### config.mk
export PLATFORM = sky130hd
export DESIGN_NAME = game_ctrl
export DESIGN_NICKNAME = d
export VERILOG_FILES = /design/src/rtl/game_pkg.sv /design/src/rtl/tile_swap.sv /design/src/rtl/game_ctrl.sv
export SDC_FILE = /design/constraint.sdc
export NUM_CORES = 1
export LEC_CHECK = 0
export ABC_CLOCK_PERIOD_IN_PS = 1950
export BUFFER_PORTS_ARGS = -buffer_cell sky130_fd_sc_hd__buf_2
export CORE_ASPECT_RATIO = 0.9
export CORE_MARGIN = 2
export CORE_UTILIZATION = 36
export DETAILED_ROUTE_END_ITERATION = 7
export PLACE_DENSITY = 0.65
export SLEW_MARGIN = 20
export SYNTH_ARGS = -nofsm -noshare
export SYNTH_HDL_FRONTEND = slang
export SYNTH_SLANG_ARGS = --single-unit
export TNS_END_PERCENT = 5
### constraint.sdc
create_clock -name clk_d -period 1.95 [get_ports clk_d]
set_clock_uncertainty 0.05 [all_clocks]
set_input_delay 0.0975 -clock clk_d [delete_from_list [all_inputs] [get_ports clk_d]]
set_output_delay 0.0975 -clock clk_d [all_outputs]
set_load 0.005 [all_outputs]
### src/rtl/game_pkg.sv
// Shared definitions for the tile game: status codes, board geometry and the target arrangement.
// Also consumed by the board-selection stage and the display driver.
package game_pkg;

   localparam int TILE_W  = 3;
   localparam int BOARD_W = 12;

   localparam logic [BOARD_W-1:0] SOLVED = 12'b000_001_010_011;

   typedef enum logic [1:0] {
      CHOSE_BOARD  = 2'b00,
      GAMING       = 2'b01,
      GAME_INITIAL = 2'b10,
      WINNED       = 2'b11
   } status_e;

endpackage

### src/rtl/tile_swap.sv
// Combinational exchange of the two adjacent tiles at pos and pos+1.
// Position 0 is the most significant tile.
module tile_swap
   import game_pkg::*;
(
   input  logic [BOARD_W-1:0] board,
   input  logic [1:0]         pos,
   output logic [BOARD_W-1:0] swapped
);

   // pos 3 has no right neighbour, so the board passes through unchanged
   always_comb begin
      swapped = board;
      case (pos)
         2'd0:    swapped = {board[8:6], board[11:9], board[5:0]};
         2'd1:    swapped = {board[11:9], board[5:3], board[8:6], board[2:0]};
         2'd2:    swapped = {board[11:6], board[2:0], board[5:3]};
         default: swapped = board;
      endcase
   end

endmodule

### src/rtl/game_ctrl.sv
// Game state machine: loads a board, moves the cursor, swaps tiles, counts moves,
// detects the solved arrangement and keeps the best score since reset.
module game_ctrl #(
   parameter int                           MOVE_W = 8,
   parameter logic [game_pkg::BOARD_W-1:0] SOLVED = game_pkg::SOLVED
) (
   input  logic                          clk_d,
   input  logic                          rst,
   input  logic [game_pkg::BOARD_W-1:0]  board_in,
   input  logic                          start,
   input  logic                          btn_left,
   input  logic                          btn_right,
   input  logic                          btn_swap,
   input  logic                          btn_restart,
   output logic [1:0]                    game_status,
   output logic [game_pkg::BOARD_W-1:0]  cur_board,
   output logic [1:0]                    cursor,
   output logic [MOVE_W-1:0]             move_cnt,
   output logic [MOVE_W-1:0]             best_cnt,
   output logic                          win_pulse
);
   import game_pkg::*;

   localparam logic [MOVE_W-1:0] MOVE_MAX = {MOVE_W{1'b1}};

   status_e             state_r, state_nx_s;
   logic [BOARD_W-1:0]  board_r, board_nx_s, swapped_s;
   logic [1:0]          cursor_r, cursor_nx_s;
   logic [MOVE_W-1:0]   move_r, move_nx_s;
   logic [MOVE_W-1:0]   best_r, best_nx_s;
   logic                win_r, win_nx_s;

   tile_swap u_tile_swap (
      .board   (board_r),
      .pos     (cursor_r),
      .swapped (swapped_s)
   );

   // State and datapath registers
   always_ff @(posedge clk_d or posedge rst) begin
      if (rst) begin
         state_r  <= CHOSE_BOARD;
         board_r  <= SOLVED;
         cursor_r <= 2'd0;
         move_r   <= '0;
         best_r   <= MOVE_MAX;
         win_r    <= 1'b0;
      end else begin
         state_r  <= state_nx_s;
         board_r  <= board_nx_s;
         cursor_r <= cursor_nx_s;
         move_r   <= move_nx_s;
         best_r   <= best_nx_s;
         win_r    <= win_nx_s;
      end
   end

   // Next-state and datapath update; in GAMING the win check outranks every button
   always_comb begin
      state_nx_s  = state_r;
      board_nx_s  = board_r;
      cursor_nx_s = cursor_r;
      move_nx_s   = move_r;
      best_nx_s   = best_r;
      win_nx_s    = 1'b0;
      case (state_r)
         CHOSE_BOARD: begin
            if (start) begin
               state_nx_s = GAME_INITIAL;
            end else begin
               state_nx_s = CHOSE_BOARD;
            end
         end
         GAME_INITIAL: begin
            board_nx_s  = board_in;
            cursor_nx_s = 2'd0;
            move_nx_s   = '0;
            state_nx_s  = GAMING;
         end
         GAMING: begin
            if (board_r == SOLVED) begin
               state_nx_s = WINNED;
               win_nx_s   = 1'b1;
               if (move_r < best_r) begin
                  best_nx_s = move_r;
               end else begin
                  best_nx_s = best_r;
               end
            end else if (btn_restart) begin
               state_nx_s = CHOSE_BOARD;
            end else if (btn_swap) begin
               board_nx_s = swapped_s;
               if (move_r != MOVE_MAX) begin
                  move_nx_s = move_r + MOVE_W'(1);
               end else begin
                  move_nx_s = move_r;
               end
            end else if (btn_left) begin
               if (cursor_r != 2'd0) begin
                  cursor_nx_s = cursor_r - 2'd1;
               end else begin
                  cursor_nx_s = cursor_r;
               end
            end else if (btn_right) begin
               if (cursor_r != 2'd2) begin
                  cursor_nx_s = cursor_r + 2'd1;
               end else begin
                  cursor_nx_s = cursor_r;
               end
            end else begin
               state_nx_s = GAMING;
            end
         end
         WINNED: begin
            if (btn_restart) begin
               state_nx_s = CHOSE_BOARD;
            end else begin
               state_nx_s = WINNED;
            end
         end
         default: begin
            state_nx_s = CHOSE_BOARD;
         end
      endcase
   end

   assign game_status = state_r;
   assign cur_board   = board_r;
   assign cursor      = cursor_r;
   assign move_cnt    = move_r;
   assign best_cnt    = best_r;
   assign win_pulse   = win_r;

endmodule

## Word-level counts from Yosys, hierarchy flattened

Cells that the tools add are included.

| word-level totals | value |
|---|---|
| register bits | 33 |
| logic and storage cells | 79 |
| output and inout bits | 33 |
| input port bits | 19 |

| cells by class | value |
|---|---|
| add/sub/neg operators | 3 |
| order comparisons | 1 |
| mux-type cells | 28 |
| equality and inequality tests | 26 |
| reduce and logical (&&, ||, !) cells | 12 |

Operator list:

| operator | count |
|---|---|
| $mux 12 | 3 |
| $pmux 12 s3 | 1 |
| $mux 8 | 4 |
| $mux 2 | 14 |
| $pmux 12 s2 | 1 |
| $reduce_and 7->1 | 3 |
| $ne 2x2->1 const B | 9 |
| $pmux 8 s2 | 1 |
| $eq 12x7->1 const B | 1 |
| $ne 4x4->1 const B | 3 |
| $reduce_and 6->1 | 2 |
| $ne 3x3->1 const B | 3 |
| $add 8x1->8 const B | 1 |
| $lt 8x8->1 | 1 |
| $ne 8x8->1 const B | 1 |
| $pmux 2 s4 | 1 |
| $eq 2x2->1 const B | 3 |
| $ne 3x1->1 const B | 2 |
| $reduce_and 3->1 | 2 |
| $reduce_and 5->1 | 1 |
| $eq 2x1->1 const B | 2 |
| $logic_not 2->1 | 2 |
| $ne 2x1->1 const B | 2 |
| $pmux 2 s2 | 1 |
| 4 further kinds | 6 |

## Depth between registers and ports, before layout

| logic depth | value |
|---|---|
| depth in word-level cells | 8 |
| mapped depth | 8 |
| mapped depth without buffers | 7 |

## Modules after synthesis

A second synthesis with hierarchy kept.

| unflattened totals | value |
|---|---|
| cell total of the unflattened synthesis | 214 |
| area total of the unflattened synthesis | 2073.2 um2 |

Modules (own cells, without submodules):

| module | instances | area each (um2) | cells each |
|---|---|---|---|
| game_ctrl | 1 | 1826.8 | 186 |
| tile_swap | 1 | 246.5 | 28 |

## Worst setup path after synthesis

No wires, ideal clock.

| timing | value |
|---|---|
| path kind | register -> register |
| start | reg cursor_r[0] (netlist: cursor[0]) |
| end | reg board_r[3] (netlist: cur_board[3]) |
| period minus slack after synthesis | 1.973 ns |
| stages on the path, launching flop included | 8 |
| buffers on the path | 1 |
| data required time | 1.772 ns |
| data arrival time | 1.795 ns |
| path slack | -0.023 ns |
| path through | dfrtp_1 inv_1 ha_1 clkbuf_1 nor2_1 or3_1 a21oi_2 mux2_1 |

| on the way | value |
|---|---|
| cells in the longest elaborated chain, start to end | 6 |

RTL lines:

| element | line | source |
|---|---|---|
| from (decl) | game_ctrl.sv:28 | `logic [1:0] cursor_r, cursor_nx_s;` |
| from (signal assigned) | game_ctrl.sv:51 | `cursor_r <= cursor_nx_s;` |
| $eq 2x2->1 (tied with other cells) | tile_swap.sv:14 | `case (pos)` |
| $pmux 12 s3 | tile_swap.sv:14 |  |
| $mux 12 | game_ctrl.sv:91 | `end else if (btn_swap) begin` |
| $mux 12 | game_ctrl.sv:89 | `end else if (btn_restart) begin` |
| $mux 12 | game_ctrl.sv:81 | `if (board_r == SOLVED) begin` |
| $pmux 12 s2 | game_ctrl.sv:66 | `case (state_r)` |
| to (signal assigned) | game_ctrl.sv:50 | `board_r <= board_nx_s;` |
| to (decl) | game_ctrl.sv:27 | `logic [BOARD_W-1:0] board_r, board_nx_s, swapped_s;` |

Parallel ways exist; a longest one is shown, timed or not. The select of a mux whose other input is x is not followed.
A chain may end at the register's enable or synchronous reset.

## Worst setup path after layout

| timing | value |
|---|---|
| start | reg board_r[1] (netlist: cur_board[1]) |
| end | reg best_r[2] (netlist: best_cnt[2]) |

| on the way | value |
|---|---|
| cells in the longest elaborated chain, start to end | 2 |

RTL lines:

| element | line | source |
|---|---|---|
| $eq 12x7->1 | game_ctrl.sv:81 |  |
| $reduce_and 3->1 (no source line) | n/a |  |
| to (signal assigned) | game_ctrl.sv:53 | `best_r <= best_nx_s;` |
| to (decl) | game_ctrl.sv:30 | `logic [MOVE_W-1:0] best_r, best_nx_s;` |

No other way between the ends.

==> metrics.log <==
[metrics] data required time at the worst endpoint: 2.12 ns
[metrics] core utilization of the finished layout: 52.61%
[metrics] final routed wire length divided by cell count: 14.46 um
[metrics] Mapped Avg Cell Area: 9.927 um^2
[metrics] CP max FO: 8
[metrics] initial antenna violation count: 0
[metrics] total power per unit cell area: 1242 nW/um^2
[metrics] share of Yosys cell area claimed by the top area cell type: 24.97%
[metrics] worst reg2reg endpoint: best_cnt[2]
[metrics] Reg clk slew, reported paths: 0.07 ns
[metrics] Yosys warnings: 0
[metrics] main combinational cell family by area after synthesis: simple AND/OR/NAND/NOR gates
[metrics] Simple-Gate Fraction of Synth Area: 19.44%
[metrics] final antenna diode count: 0
[metrics] flip-flop cell with the highest count after synthesis: dfrtp_1
[metrics] filler instances: 529
[metrics] violation count after the first detailed-routing iteration: 91
[metrics] fraction of the yosys area taken by sequential cells: 39.95%
[metrics] Top-Level Pins: 52
[metrics] GRT overflow: 0
[metrics] aggregate negative setup slack: 0 ns
[metrics] Most Used Layer, Global Route: met2
[metrics] # clock sinks: 33
[metrics] Final Worst Setup Slack: 0.02772 ns
[metrics] Seq. cell area: 840.8 um^2
[metrics] total iterations of the first detailed-routing run: 4
[metrics] number of buffers created by CTS: 5
[metrics] Tcrit/Tclk final: 98.58%
[metrics] flop and latch count out of synthesis: 33
[metrics] Synth Area in Adders: 6.540%
[metrics] Syn Inst Count: 212
[metrics] Worst VDD drop: 0.0007454 V
[metrics] post-synth top area cell: dfrtp_1
[metrics] clock tree from TritonCTS: done
[metrics] total of endpoints with negative setup slack in the final report: 0
[metrics] Core ar.: 5660 um^2
[metrics] reg-to-reg setup timing slack: 0.03 ns
[metrics] starting density of the core: 37.18%
[metrics] CTS root buffer: clkbuf_8
[metrics] launch point of the worst hold path: board_in[11]
[metrics] transition time at the pin with the least slew margin: 0.4568 ns
[metrics] Syn-to-layout area delta: 41.50%
[metrics] Hold WC Path Type: in -> reg
[metrics] clk buf depth: 2
[metrics] LEAKAGE: 1.386 nW
[metrics] Total Die Area: 6474 um^2
[metrics] global-route wire length before repair: 9080 um
[metrics] post-layout net count: 333
[metrics] share of cells above drive strength 1: 47.37%
[metrics] worst slack at placement: -0.1207 ns
[metrics] multiplexer share of the synthesized area: 11.24%
[metrics] worst path arrival time: 2.09 ns
[metrics] clock latency on the worst-skew pair: 0.29 ns
[metrics] post-detail-place hpwl: 3988 um
[metrics] R2R depth: 5
[metrics] pin count of the biggest net entering global routing: 34
[metrics] Via Count: 1908
[metrics] via/cell ratio: 5.102
[metrics] fin. max-slew vios: 0
[metrics] height of the die: 76.54 um
[metrics] met2 Track Usage GR: 28.11%
[metrics] wirelength, routed: 5409 um
[metrics] type of origin of the critical path: flip-flop
[metrics] area of the multi-input gates: 1301 um^2
[metrics] Worst Path Class, Setup: reg -> reg
[metrics] final period demand of the worst path: 1.922 ns
[metrics] htree depth: 2
[metrics] antenna-violating nets left: 0
[metrics] maximum clock rate: 520.2 MHz
[metrics] global routing usage on met3: 3.250%
[metrics] width of the die: 84.60 um
[metrics] Synth Area in XOR/XNOR: 1.249%
[metrics] share of the synthesized area in compound gates (AO/OA/AOI/OAI): 16.88%
[metrics] Unique masters post-synth: 54
[metrics] met1 capacity usage during global routing: 24.08%
[metrics] vias in the first global route: 1894
[metrics] result of the run: finished clean
[metrics] ys async rst share: 100.0%
[metrics] count of buffers from port buffering: 51
[metrics] destination of the worst hold path: cur_board[11]
[metrics] number of stages on the worst hold path: 3
[metrics] Remaining DRCs: 0
[metrics] endpoint type of the worst setup path: flip-flop
[metrics] Syn Std Cell Area: 2105 um^2
[metrics] Fin Hold WS: 0.04409 ns
[metrics] main area contributors after synthesis: dfrtp_1 (25%), dfstp_2 (15%), ha_1 (6.5%), mux2_4 (5.0%), mux2_1 (4.8%)
[metrics] aggregate global-route resource usage: 17.54%
[metrics] syn nets: 242
[metrics] Max Cap Viol: 0
[metrics] R2R Path Start: cur_board[1]
[metrics] final hold violation count: 0
[metrics] commonest cells in the synthesized netlist: dfrtp_1 (21), nand2_1 (21), nor2_1 (14)
[metrics] RD Place Congestion: 0.8529
[metrics] row count: 26
[metrics] headroom to the max-slew limit: 69.48%
[metrics] number of flops mapped to enable cells by yosys: 0
cell type report:
| class | count | share of cell area (%) |
|---|---|---|
| Tap cell | 70 | 2.941 |
| Clock inverter | 1 | 1.008 |
| Multi-Input combinational cell | 156 | 43.70 |
| Inverter | 13 | 1.639 |
| Clock buffer | 7 | 2.899 |
| Sequential cell | 33 | 28.24 |
| Timing Repair Buffer | 94 | 19.58 |
cell families after synthesis:
| family | after synthesis |
|---|---|
| and+or+nand+nor | 73 |
| adders and majority gates | 11 |
| DFF | 33 |
| AOI/OAI and AO/OA | 50 |
| buffers and inverters | 23 |
| muxes | 19 |
| xor gates and xnor gates | 3 |
power by group:
part / total [W] / switching, W / internal [W]
Clock: 0.000670 / 0.000253 / 0.000416
Combinational: 0.00196 / 0.000990 / 0.000975
Sequential: 0.00106 / 0.000163 / 0.000901
placed cells by master, fill, tap and decap left out, types with 3 or more instances in the layout:
cell type / count
buf_2: 51
nand4_1: 4
ha_1: 5
a21oi_1: 9
inv_1: 12
mux2_4: 7
xnor2_1: 3
a31oi_1: 4
dfrtp_1: 21
ha_4: 4
dfstp_2: 12
and3_1: 3
clkbuf_8: 6
o21ai_0: 11
mux2i_1: 3
mux2_1: 9
or3_1: 3
nand3_1: 5
nor3b_1: 3
nor2b_1: 6
a22oi_1: 3
buf_4: 41
nor2_1: 13
nand2_1: 20
metrics by stage:
step | cell area (um^2) | cells | total power, W
final | 2978 | 374 | 0.003698
after global routing | 2978 | 374 | 0.003978
after CTS | 2892 | 374 | 0.003631
after detailed placement | 2705 | 364 | 0.002860
after global placement | 2705 | 364 | 0.002830
after floorplan | 2106 | 212 | 0.002078
sequential cells by signal, summed over array words and instances, names as in the netlist:
name and flops:
best_cnt 8, cur_board 12, cursor 2, game_status 2, move_cnt 8, win_pulse 1
routing by layer:
metal / wire length (um) / vias up
met1: 2519 / 907
met4: 70 / 0
met3: 243 / 7
met5: 0 / -
met2: 2577 / 49
li1: - / 945
how the worst max path moves through the flow:
stage / cells after the start / from / endpoint / slack, ns
finish: 5 / cur_board[1] / best_cnt[2] / 0.03
global route: 5 / cur_board[1] / best_cnt[2] / -0.04
CTS: 6 / best_cnt[1] / best_cnt[2] / -0.02
detailed placement: 6 / best_cnt[7] / best_cnt[2] / -0.12
global placement: 6 / best_cnt[1] / best_cnt[6] / -0.08
floorplan: 7 / best_cnt[3] / best_cnt[0] / -0.01
critical path, stage by stage (launching register included):
cell and delay (ns):
dfstp_2 0.54, nor4bb_4 0.29, and4_4 0.30, nand3_4 0.10, nor2_8 0.23, mux2_4 0.33
what timing repair did:
| item | 4_1_cts | 5_1_grt |
|---|---|---|
| setup buffers | 0 | 0 |
| pin swaps | 3 | 9 |
| gates resized for setup | 8 | 14 |
| hold buffers | 2 | 0 |
| setup endpoints to repair | 8 | 19 |
| hold endpoints to repair | 22 | 0 |
Power figures use the tool's default switching activity.
